`src/rtl/load_store_unit_if.sv`:
```
// Core-side request/response handshake of the load/store unit.
// The core drives the master modport; the LSU uses the slave modport.
interface load_store_unit_if;
   logic        req_valid;
   logic        req_ready;
   logic        req_store;
   logic [2:0]  req_funct3;
   logic [31:0] req_addr;
   logic [31:0] req_wdata;
   logic        rsp_valid;
   logic        rsp_ready;
   logic [31:0] rsp_rdata;
   logic        rsp_err;

   modport master (
      output req_valid, req_store, req_funct3, req_addr, req_wdata, rsp_ready,
      input  req_ready, rsp_valid, rsp_rdata, rsp_err
   );

   modport slave (
      input  req_valid, req_store, req_funct3, req_addr, req_wdata, rsp_ready,
      output req_ready, rsp_valid, rsp_rdata, rsp_err
   );
endinterface

```
`src/rtl/load_store_unit.sv`:
```
// RISC-V LB/LH/LW/LBU/LHU/SB/SH/SW onto a word-only memory, read-modify-write for SB/SH; one request in flight.
// Accept->rsp: load/SW 2, SB/SH 3, error 1 cycles; rsp held until rsp_ready. LSU_MISALIGN_TRAP_EN traps misaligned H/W.
module load_store_unit #(
   parameter int MEM_ADDR_BITS = 7
) (
   input  logic             clk,
   input  logic             rst_n,
   load_store_unit_if.slave core,
   output logic [31:0]      mem_access_addr,
   output logic [31:0]      mem_in,
   output logic             mem_write_en,
   output logic             mem_read_en,
   input  logic [31:0]      mem_out
);
   typedef enum logic [2:0] {IDLE, LOAD, RMW_RD, WRITE, RESP} state_t;

   localparam logic [2:0] F3_B  = 3'b000;
   localparam logic [2:0] F3_H  = 3'b001;
   localparam logic [2:0] F3_W  = 3'b010;
   localparam logic [2:0] F3_BU = 3'b100;
   localparam logic [2:0] F3_HU = 3'b101;

   state_t                   state, state_nxt;
   logic [MEM_ADDR_BITS-1:0] addr_q;
   logic [31:0]              wdata_q;
   logic [31:0]              merged_q;
   logic [31:0]              rdata_q;
   logic [2:0]               funct3_q;
   logic                     err_q;

   logic                     accept;
   logic                     req_illegal;
   logic                     req_misalign;
   logic                     req_err;
   logic [1:0]               offset;
   logic [7:0]               lane_b;
   logic [15:0]              lane_h;
   logic [31:0]              load_ext;
   logic [31:0]              merged;
   logic [31:0]              word_addr;
   logic                     unused_addr_hi;

   assign unused_addr_hi = ^core.req_addr[31:MEM_ADDR_BITS];
   assign accept         = core.req_valid && core.req_ready;
   assign offset         = addr_q[1:0];
   assign word_addr      = {{(32-MEM_ADDR_BITS){1'b0}}, addr_q[MEM_ADDR_BITS-1:2], 2'b00};

   always_comb begin
      if (core.req_store)
         req_illegal = !(core.req_funct3 inside {F3_B, F3_H, F3_W});
      else
         req_illegal = !(core.req_funct3 inside {F3_B, F3_H, F3_W, F3_BU, F3_HU});
   end

`ifdef LSU_MISALIGN_TRAP_EN
   always_comb begin
      case (core.req_funct3[1:0])
         2'b01:   req_misalign = core.req_addr[0];
         2'b10:   req_misalign = |core.req_addr[1:0];
         default: req_misalign = 1'b0;
      endcase
   end
`else
   assign req_misalign = 1'b0;
`endif

   assign req_err = req_illegal | req_misalign;

   always_ff @(posedge clk or negedge rst_n) begin
      if (!rst_n) state <= IDLE;
      else        state <= state_nxt;
   end

   always_comb begin
      state_nxt = state;
      case (state)
         IDLE: begin
            if (accept) begin
               if (req_err)                   state_nxt = RESP;
               else if (!core.req_store)      state_nxt = LOAD;
               else if (core.req_funct3 == F3_W) state_nxt = WRITE;
               else                           state_nxt = RMW_RD;
            end
         end
         LOAD:    state_nxt = RESP;
         RMW_RD:  state_nxt = WRITE;
         WRITE:   state_nxt = RESP;
         RESP:    if (core.rsp_ready) state_nxt = IDLE;
         default: state_nxt = IDLE;
      endcase
   end

   // Halfword lanes use only offset[1], so misaligned halfwords fall back to aligned when not trapped.
   always_comb begin
      lane_b = mem_out[{offset, 3'b000} +: 8];
      lane_h = mem_out[{offset[1], 4'b0000} +: 16];
      case (funct3_q)
         F3_B:    load_ext = {{24{lane_b[7]}}, lane_b};
         F3_BU:   load_ext = {24'd0, lane_b};
         F3_H:    load_ext = {{16{lane_h[15]}}, lane_h};
         F3_HU:   load_ext = {16'd0, lane_h};
         default: load_ext = mem_out;
      endcase
      merged = mem_out;
      if (funct3_q == F3_H) merged[{offset[1], 4'b0000} +: 16] = wdata_q[15:0];
      else                  merged[{offset, 3'b000} +: 8]      = wdata_q[7:0];
   end

   always_ff @(posedge clk or negedge rst_n) begin
      if (!rst_n) begin
         addr_q   <= '0;
         wdata_q  <= '0;
         funct3_q <= '0;
         merged_q <= '0;
         rdata_q  <= '0;
         err_q    <= 1'b0;
      end else begin
         if (accept) begin
            addr_q   <= core.req_addr[MEM_ADDR_BITS-1:0];
            wdata_q  <= core.req_wdata;
            funct3_q <= core.req_funct3;
            rdata_q  <= '0;
            err_q    <= req_err;
         end
         if (state == LOAD)   rdata_q  <= load_ext;
         if (state == RMW_RD) merged_q <= merged;
      end
   end

   always_comb begin
      mem_read_en     = 1'b0;
      mem_write_en    = 1'b0;
      mem_access_addr = '0;
      mem_in          = '0;
      case (state)
         LOAD, RMW_RD: begin
            mem_read_en     = 1'b1;
            mem_access_addr = word_addr;
         end
         WRITE: begin
            mem_write_en    = 1'b1;
            mem_access_addr = word_addr;
            mem_in          = (funct3_q == F3_W) ? wdata_q : merged_q;
         end
         default: ;
      endcase
   end

   assign core.req_ready = (state == IDLE) && rst_n;
   assign core.rsp_valid = (state == RESP);
   assign core.rsp_rdata = rdata_q;
   assign core.rsp_err   = err_q;
endmodule
```
`src/flat_wrapper.sv`:
```
// flat-port wrapper written by rule: the top's interface ports become plain ports
module load_store_unit_flat 
#(
   parameter int MEM_ADDR_BITS = 7
)
  (clk, rst_n, mem_access_addr, mem_in, mem_write_en, mem_read_en, mem_out, core_req_valid, core_req_store, core_req_funct3, core_req_addr, core_req_wdata, core_rsp_ready, core_req_ready, core_rsp_valid, core_rsp_rdata, core_rsp_err);
  load_store_unit_if core_i ();
  input  logic clk;
  input  logic rst_n;
  output logic [31:0] mem_access_addr;
  output logic [31:0] mem_in;
  output logic mem_write_en;
  output logic mem_read_en;
  input  logic [31:0] mem_out;
  input wire logic [$bits(core_i.req_valid)-1:0] core_req_valid;
  input wire logic [$bits(core_i.req_store)-1:0] core_req_store;
  input wire logic [$bits(core_i.req_funct3)-1:0] core_req_funct3;
  input wire logic [$bits(core_i.req_addr)-1:0] core_req_addr;
  input wire logic [$bits(core_i.req_wdata)-1:0] core_req_wdata;
  input wire logic [$bits(core_i.rsp_ready)-1:0] core_rsp_ready;
  output wire logic [$bits(core_i.req_ready)-1:0] core_req_ready;
  output wire logic [$bits(core_i.rsp_valid)-1:0] core_rsp_valid;
  output wire logic [$bits(core_i.rsp_rdata)-1:0] core_rsp_rdata;
  output wire logic [$bits(core_i.rsp_err)-1:0] core_rsp_err;
  assign core_i.req_valid = core_req_valid;
  assign core_i.req_store = core_req_store;
  assign core_i.req_funct3 = core_req_funct3;
  assign core_i.req_addr = core_req_addr;
  assign core_i.req_wdata = core_req_wdata;
  assign core_i.rsp_ready = core_rsp_ready;
  assign core_req_ready = core_i.req_ready;
  assign core_rsp_valid = core_i.rsp_valid;
  assign core_rsp_rdata = core_i.rsp_rdata;
  assign core_rsp_err = core_i.rsp_err;
  load_store_unit #(.MEM_ADDR_BITS(MEM_ADDR_BITS)) u_core (.clk(clk), .rst_n(rst_n), .core(core_i), .mem_access_addr(mem_access_addr), .mem_in(mem_in), .mem_write_en(mem_write_en), .mem_read_en(mem_read_en), .mem_out(mem_out));
endmodule
```
`config.mk`:
```
export PLATFORM = sky130hd
export DESIGN_NAME = load_store_unit_flat
export DESIGN_NICKNAME = d
export VERILOG_FILES = /design/src/rtl/load_store_unit_if.sv /design/src/rtl/load_store_unit.sv /design/src/flat_wrapper.sv
export SDC_FILE = /design/constraint.sdc
export NUM_CORES = 1
export LEC_CHECK = 0
export CORE_ASPECT_RATIO = 1.1
export CORE_MARGIN = 4
export CORE_UTILIZATION = 47
export CTS_CLUSTER_SIZE = 30
export DETAILED_ROUTE_END_ITERATION = 10
export GPL_TIMING_DRIVEN = 0
export HOLD_SLACK_MARGIN = 0.06
export PLACE_DENSITY = 0.88
export SYNTH_ARGS = -nofsm -noshare
export SYNTH_HDL_FRONTEND = slang
export SYNTH_SLANG_ARGS = --single-unit
export TNS_END_PERCENT = 100
```
`constraint.sdc`:
```
create_clock -name clk -period 2.85 [get_ports clk]
set_input_delay 0.4275 -clock clk [delete_from_list [all_inputs] [get_ports clk]]
set_output_delay 0.4275 -clock clk [all_outputs]
set_load 0.005 [all_outputs]
```
After elaboration in Yosys (flattened, before gate mapping)
Cells that the tools add are included.
{ "totals": {"register_bits": 110, "word_cells": 61, "in_bits": 104} }
{ "op_classes": {"reduce_logical": 14, "add_sub_neg": 2, "n_shift": 6, "mux": 18, "n_eq_ne": 14} }
{ "ops": {"columns": ["operator", "count"], "rows": [
  ["2-to-1 mux 32 bit", 5],
  ["one-hot mux 32 bit (4 select lines)", 1],
  ["bitwise mux 32 bit", 2],
  ["variable shift 16 x 7 -> 32 bit (first input constant)", 1],
  ["variable shift 8 x 7 -> 32 bit (first input constant)", 1],
  ["variable part select 16 x 7 -> 32 bit", 1],
  ["variable part select 32 x 6 -> 16 bit", 1],
  ["variable part select 32 x 6 -> 8 bit", 1],
  ["variable part select 8 x 7 -> 32 bit", 1],
  ["== test 3 bit (second input constant)", 5],
  ["negation 5 -> 7 bit", 2],
  ["== test 3 x 2 -> 1 bit (second input constant)", 4],
  ["2-to-1 mux 3 bit", 4],
  ["one-hot mux 3 bit (4 select lines)", 1],
  ["== test 3 x 1 -> 1 bit (second input constant)", 3],
  ["logical NOT 3 bit", 3],
  ["2-to-1 mux 7 bit", 1],
  ["nonzero test 5 bit", 1],
  ["2-to-1 mux 1 bit", 4],
  ["OR reduction 2 bit", 2],
  ["nonzero test 3 bit", 1],
  ["OR reduction 3 bit", 1],
  ["logical AND 1 bit", 2],
  ["logical NOT 1 bit", 2],
  ["other kinds (4)", 4]
]} }

Longest topological paths before layout
{ "logic_depth": {"ltp_word": 7, "ltp_mapped": 8} }

Least setup slack after synthesis
Ideal clock, no wire load.
{ "synth_timing": {"path_kind": "reg-to-reg", "start": "register u_core.addr_q[0]", "end": "register u_core.merged_q[0]", "arrival_time_ps": 2017, "stages_incl_launch_ff": 7, "synth_period_minus_slack_ps": 2083, "setup_time_ps": 67, "slack_ps": 767, "path_buffers": 1, "cell_sequence": "dfrtp_1 buf_2 inv_1 ha_1 or4_4 a21oi_4 a221o_1"} }
{ "synth_via": {"elab_chain_cells": 4, "elab_cells_between_ends": 5} }
{ "synth_rtl": {"columns": ["item", "line", "source"], "rows": [
  ["from (decl)", "load_store_unit.sv:24", "logic [MEM_ADDR_BITS-1:0] addr_q;"],
  ["from (signal assigned)", "load_store_unit.sv:119", "addr_q <= core.req_addr[MEM_ADDR_BITS-1:0];"],
  ["negation 5 -> 7 bit *", "load_store_unit.sv:106", "else merged[{offset, 3'b000} +: 8] = wdata_q[7:0];"],
  ["variable part select 8 x 7 -> 32 bit / variable shift 8 x 7 -> 32 bit (equally long branches)", "load_store_unit.sv:106", null],
  ["bitwise mux 32 bit *", "load_store_unit.sv:106", null],
  ["2-to-1 mux 32 bit *", "load_store_unit.sv:105", "if (funct3_q == F3_H) merged[{offset[1], 4'b0000} +: 16] = wdata_q[15:0];"],
  ["to (signal assigned)", "load_store_unit.sv:126", "if (state == RMW_RD) merged_q <= merged;"],
  ["to (decl)", "load_store_unit.sv:26", "logic [31:0] merged_q;"]
]} }
Mark *: on every way between the ends. The rest lies on a longest branch, timed or not.
A chain may end at the register's enable or synchronous reset.

Final worst setup path
{ "layout_timing": {"start": "register u_core.funct3_q[1]", "end": "output mem_in[22]"} }
{ "layout_via": {"elab_chain_cells": 3} }
{ "layout_rtl": {"columns": ["item", "line", "source"], "rows": [
  ["from (decl)", "load_store_unit.sv:28", "logic [2:0] funct3_q;"],
  ["from (signal assigned)", "load_store_unit.sv:121", "funct3_q <= core.req_funct3;"],
  ["== test 3 x 2 -> 1 bit", "load_store_unit.sv:143", "mem_in = (funct3_q == F3_W) ? wdata_q : merged_q;"],
  ["2-to-1 mux 32 bit", "load_store_unit.sv:143", null],
  ["2-to-1 mux 32 bit", "load_store_unit.sv:135", "case (state)"],
  ["to (decl)", "flat_wrapper.sv:11", "output logic [31:0] mem_in;"]
]} }
No other way between the ends.

==> metrics.txt <==
status finished, final reports clean; fin util 66.0%; Logic pwr share 46.2%; H-tree levels 3; final-report hold violation count 0; worst endpoint required time 2.42 ns; sequential standard cell area 2760 µm²; largest net degree at the start of global routing between 50 and 60; slew margin rel. 57.5%; GPL Wtd Cong 0.939; crit path kind register to output pin; Clock Pin Slew Worst Setup and Hold Paths about 0.08 ns; VDD IR max 475 µV; Psw 3050 µW; initial antenna violation count 0; sequential area share after synthesis approximately 44%; clock sink total 110; number of synthesized register bits 110; CTS tree built; TritonCTS buffer count 9; worst reg2reg path endpoint u_core.merged_q[26]; worst skew pair latency 0.35 ns; Clock power frac between 10% and 20%; Critical Path End Type output pin; slowest CP cell clkdlybuf4s50_1; Clock Path Buffers 2; antenna-violating nets left 0; Filler Cell Count ~1,000; global-route wire length before repair 31.0 mm; WL/cell approximately 19 µm; overall overflow remaining after global route 0; worst-path cell chain inv_1 > clkbuf_4 > nor3_4 > buf_4 > clkbuf_4 > nand2_1 > a21oi_1 > clkdlybuf4s50_1; crit-path max FO 10; crit path launch type register; Min Clock Period, post-route 2.83 ns; met1 Usage GRT between 30% and 40%; synth unique cells 48; period utilization ~99%; commonest cells in the netlist 207 x nand2_1, 110 x dfrtp_1, 44 x a21oi_1, 32 x a221o_1, 32 x clkbuf_1; layout cell share with drive strength beyond 1 11.5%; RSZ-0062 raised after global routing yes; Starting Density 48.5%; CTS Root Cell clkbuf_16; Internal approximately 4700 µW; Site Rows 43; NumNets Final between 900 and 1,000; Hold Buf Count CTS 0; clock skew 0.00669 ns; Worst-Margin Slew 0.635 ns; gr usage total 25.8%; pwr dens 918 nW/µm²; Synth Warn # 0; DRC 0; most frequent CP cell clkbuf_4; Top Usage Layer GRT met2; worst r2r src u_core.addr_q[0]; Die Width 117 µm; Via density between 5 and 6; diodes inserted 0; Min-Delay Path Class primary input to async pin; mapped cell area 6190 µm²; asr flop ratio synth 100%; Port Buf Inserts ~150; most area-consuming cells after synthesis dfrtp_1 44%, nand2_1 13%, a221o_1 5.2%, a21oi_1 3.6%, buf_4 3.5%; total of max-cap violations 0; GRT met3 Usage 4.09%; r2r worst-path depth 8; Top-Level Pins 205; First-pass DRT Iterations 5; leakage 0.00385 µW; Primary FF master, synth dfrtp_1; detailed placer's ending HPWL around 15 mm; maximum clock frequency 353 MHz; Max Slew Vio Count 0; Finish-stage setup viols 0; area delta synth->final 36.1%; Synth Instances 691; Avg Synthesized Cell Area 8.96 µm²; crit-path max cell delay 0.53 ns; most common cell in the synthesized netlist nand2_1; part of the power in registers 36.8%; DIE HEIGHT 128 µm; core area 12,800 µm²; Switching Share between 30 and 40%; initial DRC count 711; top-area cell type share of the netlist area 44.5%; Worst Path Arrival 2.41 ns; vias in the first global route ~5,900; total number of vias 5,989; R2R Setup Slk 0.20 ns; multi-input logic area 3100 µm²; met2 Usage GRT between 40% and 50%; largest area contributor in the netlist dfrtp_1; Design Power 7730 µW; Post-Route WL roughly 20 mm; total die area between 15,000 and 20,000 µm²; EDFF count, synth 0
-- layout by cell type (no fill, tap or decap), types with 10 or more instances in the layout --
master,count
clkdlybuf4s50_1,149
a21oi_1,42
a221o_1,32
and2_1,22
nand2b_1,10
buf_2,16
buf_4,33
a21o_1,16
a211oi_1,16
nor2_1,20
conb_1,27
o21ai_0,26
a221oi_1,17
nand2_1,205
clkbuf_1,20
dfrtp_1,108
mux2i_1,18
-- worst max-delay path: cells and delay by family, from the launching register on --
kind / cells / cell delay, ns
and+or+nand+nor: 2 / 0.37
AOI/OAI and AO/OA: 1 / 0.16
buffers and inverters: 5 / 1.15
DFF: 1 / 0.37
-- state kept, by name (all words and copies together), names as in the netlist --
| name | cells |
|---|---|
| u_core.funct3_q | 3 |
| u_core.state | 3 |
| u_core.core.rsp_rdata | 32 |
| u_core.wdata_q | 32 |
| u_core.addr_q | 7 |
| u_core.merged_q | 32 |
| u_core.core.rsp_err | 1 |
-- layout make-up --
cell class	count	share of cell area, %
Buffer	76	5.36
Tap cell	157	2.33
Clock buffer	9	2.67
Timing Repair Buffer	157	18.8
Multi-Input combinational cell	521	36.8
Clock inverter	7	0.951
Inverter	7	0.312
Sequential cell	110	32.7
-- power by group through the flow --
stage	registers, µW	clock network [µW]	logic (µW)
2_1_floorplan	2660	0	2230
3_3_place_gp	2800	0	3350
3_5_place_dp	2820	0	3450
4_1_cts	2810	1310	3530
5_1_grt	2930	1370	3920
6_report	2840	1310	3570
-- worst max-delay path by stage --
stage / slack (ns) / start / endpoint / cells after the start
6_report: 0.02 / u_core.funct3_q[1] / mem_in[22] / 8
5_1_grt: -0.05 / u_core.funct3_q[1] / mem_in[11] / 7
4_1_cts: 0.002 / u_core.state[2] / mem_in[7] / 6
3_5_place_dp: -0.34 / u_core.funct3_q[1] / mem_in[7] / 7
3_3_place_gp: -3.44 / rst_n / u_core.wdata_q[21] / 7
2_1_floorplan: 0.77 / u_core.addr_q[0] / u_core.merged_q[0] / 6
-- what timing repair did --
action | CTS | global route
pin swaps | 1 | 1
endpoints found under the setup margin | 33 | 33
cloned | 0 | 0
gates resized for setup | 18 | 13
buffers inserted | 2 | 2
-- through the flow --
step / instance area [µm²] / cells / worst slack (ns) / TNS [ns] / hold slack [ns]
after floorplan: 6290 / 717 / 0.767 / 0 / 0.132
after global placement: 8010 / 1026 / -3.44 / -557.91 / 0.450
after detailed placement: 8030 / 1027 / -0.337 / -7.55 / 0.460
after CTS: 8390 / 1045 / 0.00236 / 0 / 0.150
after global routing: 8420 / 1044 / -0.0529 / -0.245 / 0.0747
final: 8420 / 1044 / 0.0175 / 0 / 0.0248
-- kinds of logic (layout without fill, tap and decap cells) --
family / after synthesis / in the layout / share of synthesized area (%)
simple gates: 281 / 281 / 19.9
compound gates: 181 / 181 / 21.4
flops: 110 / 110 / 44.5
buf+inv: 86 / 256 / 7.42
mux: 27 / 27 / 5.82
fa+ha+maj: 5 / 5 / 1.01
other cells: 1 / 27 / 0.0606
-- per-layer routing --
metal,wire (µm),vias up
li1,-,2761
met1,8200,2830
met2,9340,342
met3,1530,56
met4,748,0
met5,0,-
(Power assumes the default switching activity.)
